`src/rtl/sixty_four_bit_adder_subtractor_pkg.sv`:
```
// Shared datapath types for the Booth multiplier and its add/subtract stage.
package sixty_four_bit_adder_subtractor_pkg;

  localparam int DATA_W = 64;

  typedef logic [DATA_W-1:0] word64_t;

endpackage

```
`src/rtl/sixty_four_bit_adder_subtractor_if.sv`:
```
// Operand/result bundle between the Booth controller (master) and the adder (slave).
interface sixty_four_bit_adder_subtractor_if;
  import sixty_four_bit_adder_subtractor_pkg::*;

  logic    cin;
  word64_t onesComp_ip;
  word64_t i0;
  word64_t sum;

  modport master (
    output cin,
    output onesComp_ip,
    output i0,
    input  sum
  );

  modport slave (
    input  cin,
    input  onesComp_ip,
    input  i0,
    output sum
  );

endinterface

```
`src/rtl/sixty_four_bit_adder_subtractor_full_adder.sv`:
```
// One ripple-carry stage.
module full_adder (
  input  logic a,
  input  logic b,
  input  logic ci,
  output logic s,
  output logic co
);

  logic p;

  assign p  = a ^ b;
  assign s  = p ^ ci;
  assign co = (a & b) | (ci & p);

endmodule

```
`src/rtl/sixty_four_bit_adder_subtractor.sv`:
```
// Registered i0 + onesComp_ip + cin, modulo 2^WIDTH; the caller supplies the
// one's complement of the subtrahend, so no operand is ever inverted here.
module sixty_four_bit_adder_subtractor
  import sixty_four_bit_adder_subtractor_pkg::*;
#(
  parameter int WIDTH = DATA_W
) (
  input  logic                              clk,
  input  logic                              rst_n,
  sixty_four_bit_adder_subtractor_if.slave  bus
);

  logic [WIDTH-1:0] carry;
  logic [WIDTH-1:0] s;
  logic [WIDTH-1:0] sum_q;
  logic             carry_unused;

  assign carry[0] = bus.cin;

  // Stage WIDTH-1 carry-out is the discarded bit 64 of the full sum.
  for (genvar i = 0; i < WIDTH; i++) begin : g_stage
    if (i == WIDTH - 1) begin : g_last
      full_adder u_fa (
        .a  (bus.i0[i]),
        .b  (bus.onesComp_ip[i]),
        .ci (carry[i]),
        .s  (s[i]),
        .co (carry_unused)
      );
    end else begin : g_mid
      full_adder u_fa (
        .a  (bus.i0[i]),
        .b  (bus.onesComp_ip[i]),
        .ci (carry[i]),
        .s  (s[i]),
        .co (carry[i+1])
      );
    end
  end

  always_ff @(posedge clk or negedge rst_n) begin
    if (!rst_n) begin
      sum_q <= '0;
    end else begin
      sum_q <= s;
    end
  end

  assign bus.sum = sum_q;

endmodule

```
`src/flat_wrapper.sv`:
```
// flat-port wrapper written by rule: the top's interface ports become plain ports
module sixty_four_bit_adder_subtractor_flat import sixty_four_bit_adder_subtractor_pkg::*;
#(
  parameter int WIDTH = DATA_W
)
  (clk, rst_n, bus_cin, bus_onesComp_ip, bus_i0, bus_sum);
  sixty_four_bit_adder_subtractor_if bus_i ();
  input  logic clk;
  input  logic rst_n;
  input wire logic [$bits(bus_i.cin)-1:0] bus_cin;
  input wire logic [$bits(bus_i.onesComp_ip)-1:0] bus_onesComp_ip;
  input wire logic [$bits(bus_i.i0)-1:0] bus_i0;
  output wire logic [$bits(bus_i.sum)-1:0] bus_sum;
  assign bus_i.cin = bus_cin;
  assign bus_i.onesComp_ip = bus_onesComp_ip;
  assign bus_i.i0 = bus_i0;
  assign bus_sum = bus_i.sum;
  sixty_four_bit_adder_subtractor #(.WIDTH(WIDTH)) u_core (.clk(clk), .rst_n(rst_n), .bus(bus_i));
endmodule
```
`config.mk`:
```
export PLATFORM = sky130hd
export DESIGN_NAME = sixty_four_bit_adder_subtractor_flat
export DESIGN_NICKNAME = d
export VERILOG_FILES = /design/src/rtl/sixty_four_bit_adder_subtractor_pkg.sv /design/src/rtl/sixty_four_bit_adder_subtractor_if.sv /design/src/rtl/sixty_four_bit_adder_subtractor_full_adder.sv /design/src/rtl/sixty_four_bit_adder_subtractor.sv /design/src/flat_wrapper.sv
export SDC_FILE = /design/constraint.sdc
export NUM_CORES = 1
export LEC_CHECK = 0
export CORE_AREA = 3 3 74 146
export DETAILED_ROUTE_END_ITERATION = 8
export DIE_AREA = 0 0 77 149
export MAX_ROUTING_LAYER = met4
export PLACE_DENSITY = 0.68
export REMOVE_ABC_BUFFERS = 1
export SYNTH_ARGS = -nofsm -noshare
export SYNTH_HDL_FRONTEND = slang
export SYNTH_SLANG_ARGS = --single-unit
```
`constraint.sdc`:
```
create_clock -name clk -period 1 [get_ports clk]
set_clock_uncertainty 0.05 [all_clocks]
set_input_delay 0.2 -clock clk [delete_from_list [all_inputs] [get_ports clk]]
set_output_delay 0.2 -clock clk [all_outputs]
set_load 0.05 [all_outputs]
```
Word-level counts from Yosys, hierarchy flattened
Index checks and enable logic that the tools add are counted.
W data, S select, Z words.
{ "totals": {"regBits": 64, "latchBits": 0, "mem_bits_rw": 0, "romBits": 0, "out_inout_bits": 64, "mem_count": 0} }
{ "op_classes": {"add_sub_neg": 0, "n_mul": 0, "div_mod_pow": 0, "order_cmp": 0, "n_eq_ne": 0, "shifts": 0, "n_mux": 0, "bitwise": 317, "n_reduce_logical": 0} }
{ "ops": {"columns": ["cell", "n"], "rows": [
  ["$xor A1 B1 Y1", 128],
  ["$and A1 B1 Y1", 126],
  ["$or A1 B1 Y1", 63]
]} }

Longest topological paths before layout
{ "logic_depth": {"ltp_word": 128, "depth_mapped": 66} }

Cells and area by module
From an unflattened synthesis, not the netlist that was laid out.
{ "unflattened": {"hier_cells": 128, "area_unflattened_um2": 2882.8} }
{ "by_module_without_submodules": {"columns": ["mod", "instances", "cells_each", "area_per_inst_um2", "seq_area_each_um2"], "rows": [
  ["sixty_four_bit_adder_subtractor", 1, 64, 1601.5, 1601.5],
  ["full_adder", 64, 1, 20.0, 0.0]
]} }

Worst setup path after synthesis
Ideal clock, no wire load.
{ "synth_timing": {"kind": "input to register", "startpoint": "input port bus_i0[0]", "endpoint": "register u_core.sum_q[63] (netlist: u_core.bus.sum[63])", "setup_ns": 0.135, "arrival_ns": 24.164, "t_required_ns": 0.815, "slack_ns": -23.350, "stages": 66, "path_cell_list": "fa_1 > fa_1 > fa_1 > fa_1 > fa_1 > fa_1 > fa_1 > fa_1 > fa_1 > inv_1 > fa_1 > inv_1 > fa_1 > fa_1 > fa_1 > fa_1 > fa_1 > fa_1 > [... 30 more ...] > fa_1 > fa_1 > fa_1 > fa_1 > fa_1 > fa_1 > fa_1 > fa_1 > fa_1 > fa_1 > fa_1 > fa_1 > fa_1 > fa_1 > fa_1 > fa_1 > fa_1 > xor3_1"} }
{ "synth_between": {"elab_chain_cells": 128} }
{ "synth_lines": {"columns": ["item", "line_no", "source"], "rows": [
  ["from (decl)", "flat_wrapper.sv:12", "input wire logic [$bits(bus_i.i0)-1:0] bus_i0;"],
  ["$xor A1 B1 Y1", "sixty_four_bit_adder_subtractor_full_adder.sv:12", "assign p = a ^ b;"],
  ["$and A1 B1 Y1", "sixty_four_bit_adder_subtractor_full_adder.sv:14", "assign co = (a & b) | (ci & p);"],
  ["$or A1 B1 Y1 (*)", "sixty_four_bit_adder_subtractor_full_adder.sv:14", null],
  ["$and A1 B1 Y1 (*)", "sixty_four_bit_adder_subtractor_full_adder.sv:14", null],
  ["$or A1 B1 Y1 (*)", "sixty_four_bit_adder_subtractor_full_adder.sv:14", null],
  ["$and A1 B1 Y1 (*)", "sixty_four_bit_adder_subtractor_full_adder.sv:14", null],
  ["$or A1 B1 Y1 (*)", "sixty_four_bit_adder_subtractor_full_adder.sv:14", null],
  ["$and A1 B1 Y1 (*)", "sixty_four_bit_adder_subtractor_full_adder.sv:14", null],
  ["[... 113 more ...]", null, null],
  ["$and A1 B1 Y1 (*)", "sixty_four_bit_adder_subtractor_full_adder.sv:14", null],
  ["$or A1 B1 Y1 (*)", "sixty_four_bit_adder_subtractor_full_adder.sv:14", null],
  ["$and A1 B1 Y1 (*)", "sixty_four_bit_adder_subtractor_full_adder.sv:14", null],
  ["$or A1 B1 Y1 (*)", "sixty_four_bit_adder_subtractor_full_adder.sv:14", null],
  ["$and A1 B1 Y1 (*)", "sixty_four_bit_adder_subtractor_full_adder.sv:14", null],
  ["$or A1 B1 Y1 (*)", "sixty_four_bit_adder_subtractor_full_adder.sv:14", null],
  ["$xor A1 B1 Y1 (*)", "sixty_four_bit_adder_subtractor_full_adder.sv:13", "assign s = p ^ ci;"],
  ["via u_core.g_stage[63].g_last.u_fa.s", "sixty_four_bit_adder_subtractor_full_adder.sv:6", "output logic s,"],
  ["to (signal assigned)", "sixty_four_bit_adder_subtractor.sv:45", "sum_q <= s;"],
  ["to (decl)", "sixty_four_bit_adder_subtractor.sv:15", "logic [WIDTH-1:0] sum_q;"]
]} }
Mark *: on every way through the listed nets, which the timed path passes. The rest lies on a longest branch.

Worst setup path in the final report
Ends and elaborated chain as after synthesis.

==> summary.md <==
| Metric | Value |
|---|---|
| Status | finished with violations |
| Violated checks | negative setup slack |
| Max cap viols | 0 |
| Slew @ Worst Pin | roughly 0.34 ns |
| GPL Wtd Cong | roughly 0.73 |
| Slowest CP cell | fa_2 |
| Finished Layout Cells | 477 |
| Post-route ant nets | 0 |
| Post-synthesis mux area share | 0% |
| Largest net degree at the start of global routing | 65 |
| Cell area after synthesis | 2910 µm² |
| Post-DP HPWL | slightly below 7000 µm |
| Post-synth cell types | 4 |
| Clk pin slew, worst setup/hold paths | 0.05 ns |
| Crit path time final | roughly 22 ns |
| WS Path Type | input port to flop |
| Routed len/inst | 16.8 µm |
| Asr flop ratio synth | 100% |
| Share of the synthesized area in the top cell type | ~55% |
| CP peak stage delay | between 0.3 and 0.4 ns |
| Max_slew headroom | 77.5% |
| CTS Buf Count | 9 |
| Root Driver | clkbuf_16 |
| Global-route wire length before repair | between 10000 and 15000 µm |
| Largest family of logic cells by synthesized area | adder cells |
| Synth Area in Compound Gates | 0% |
| Die Wd | 77 µm |
| Area leader, netlist | dfrtp_1 |
| Area grow syn2layout | 110% |
| Clock tree buffer depth | 2 |
| DR iter-0 viols | 14 |
| Maximum vdd drop | roughly 1.1 mV |
| Final Cycle Share | 2240% |
| Post-Synth Simple-Gate Area | 0% |
| Core area | 9760 µm² |
| Die H | roughly 150 µm |
| CTS tree | done |
| GR Overflow Total | 0 |
| WL final | about 8000 µm |
| Synthesis Warnings | 0 |
| Critical path capture point type | flop |
| Row count | 51 |
| Multi-input logic area | ~1400 µm² |
| Fin util | just over 60% |
| Register area | around 1600 µm² |
| IO Pins | between 150 and 200 |
| List of most frequent post-synthesis cells | 64 x dfrtp_1, 63 x fa_1, 5 x inv_1 |
| Register bit count reported by yosys | between 60 and 70 |
| Dpl cells | 460 |
| Starting Density | between 20% and 30% |
| Post-Syn Instances | between 100 and 150 |
| Placed Area | between 5000 and 6000 µm² |
| WP buf/inv | 3 |
| Drt drc | 0 |
| Post-synthesis sequential area ratio | 55.1% |
| Critical Path AT | between 20 and 25 ns |
| Max FO, Critical Path | 1 |
| PD cells | around 1900 nW/µm² |
| Max FFs per register | 64 |
| Max Freq | 0.0446 GHz |
| Vias in the first global route | ~2.6k |
| Via-to-Cell Ratio | 4.01 |
| Hold WC Path Type | input port to flop |
| CP required | 1.14 ns |
| Antenna cells | 0 |
| Final Power | between 10 and 15 mW |
| Fin area | around 6100 µm² |
| Nets@finish | between 500 and 600 |
| Leak pwr | 2.46 nW |
| Die area | 11500 µm² |
| EDFF count, synth | 0 |
| Synth Flop Type | dfrtp_1 |
| Most numerous cell in the Yosys netlist | dfrtp_1 |
| Layout cells sized above 1 | 42.9% |
| Final hold vios | 0 |
| Drt pass-1 iters | 3 |
| Unrepaired setup endpoints after global routing | true |
| CP delay by family, top | adder cells |
| Via Count | 1912 |
| Final setup viols | 126 |
| Crit path top cell by count | fa_2 |
| Clock sinks | 64 |
| Avg Inst Size Synth | about 22 µm² |
| Adder-cell share of the synthesized area | between 40% and 50% |
| Port-buffer cells | between 150 and 200 |
| Slew Viols, Final | 0 |
| Worst setup margin | -21.44 ns |
| Worst slack, placed | -24.96 ns |
| CP Launch Type | input port |
| Total Routing Usage GR | 15.7% |
| Top cells by area, synth | dfrtp_1 55%, fa_1 43%, xor3_1 0.82%, inv_1 0.65% |
| Post-Synth XOR/XNOR Area | less than 1% |
| Initial antenna violation count | 0 |
| FILL cells | between 700 and 800 |
| H-Tree Level Count | 3 |
-- per-stage QoR --
stage	setup TNS, ns	hold WS [ns]
floorplan	-746.68	-0.146
global placement	-803.14	0.193
detailed placement	-812.92	0.195
CTS	-693.31	0.116
global route	-707.88	0.128
finish	-689.07	0.128
-- kinds of logic (layout without fill, tap and decap cells) --
kind of cell,Yosys count,after routing
XOR/XNOR,1,1
adder cells (fa/ha/maj),63,63
buffers and inverters,5,217
flip-flops,64,64
-- cells in the final DEF, fill, tap and decap left out, types with 2 or more instances in the layout --
| master | count |
|---|---|
| inv_1 | 3 |
| clkbuf_1 | 2 |
| buf_12 | 65 |
| buf_2 | 3 |
| clkinv_2 | 4 |
| clkdlybuf4s50_1 | 125 |
| clkbuf_16 | 9 |
| dfrtp_1 | 64 |
| fa_2 | 63 |
| inv_2 | 2 |
-- final timing paths --
check                          start  slack (ns)  cells after the start                  to
min in group asynchronous      rst_n        0.39                      3   u_core.bus.sum[0]
max in group asynchronous      rst_n        0.24                      3  u_core.bus.sum[26]
setup / recovery           bus_i0[0]      -21.44                     67  u_core.bus.sum[63]
hold / removal             bus_i0[0]        0.13                      2   u_core.bus.sum[0]
-- where the power goes --
| group | internal (mW) | leakage [nW] | total [mW] | switching (mW) |
|---|---|---|---|---|
| combinational | 2.81 | 1.57 | 5.53 | 2.72 |
| clock | 1.72 | 0.136 | 2.74 | 1.02 |
| sequential | 3.12 | 0.746 | 3.57 | 0.442 |
-- repair_timing --
item	CTS	global route
resized for setup	79	0
pin swaps	7	2
setup buffers	0	0
hold endpoints to repair	64	0
cloned	0	0
hold buffers	1	0
setup endpoints to repair	127	126
-- cell type report --
type | count | share of cell area, %
Timing Repair Buffer | 196 | 42.6
Clock buffer | 12 | 4.05
Tap cell | 132 | 2.71
Multi-Input combinational cell | 64 | 23.7
Inverter | 5 | 0.308
Sequential cell | 64 | 26.3
Clock inverter | 4 | 0.329
-- layer usage --
layer / vias to the layer above / GRT usage, % / wire length, µm / part of all wire, %
li1: 813 / - / - / -
met1: 952 / 14.6 / 2400 / 30
met2: 133 / 28.6 / 4740 / 59
met3: 14 / 5.62 / 701 / 8.7
met4: 0 / 6.77 / 187 / 2.3
met5: - / - / 0 / 0
(Power assumes the default switching activity.)
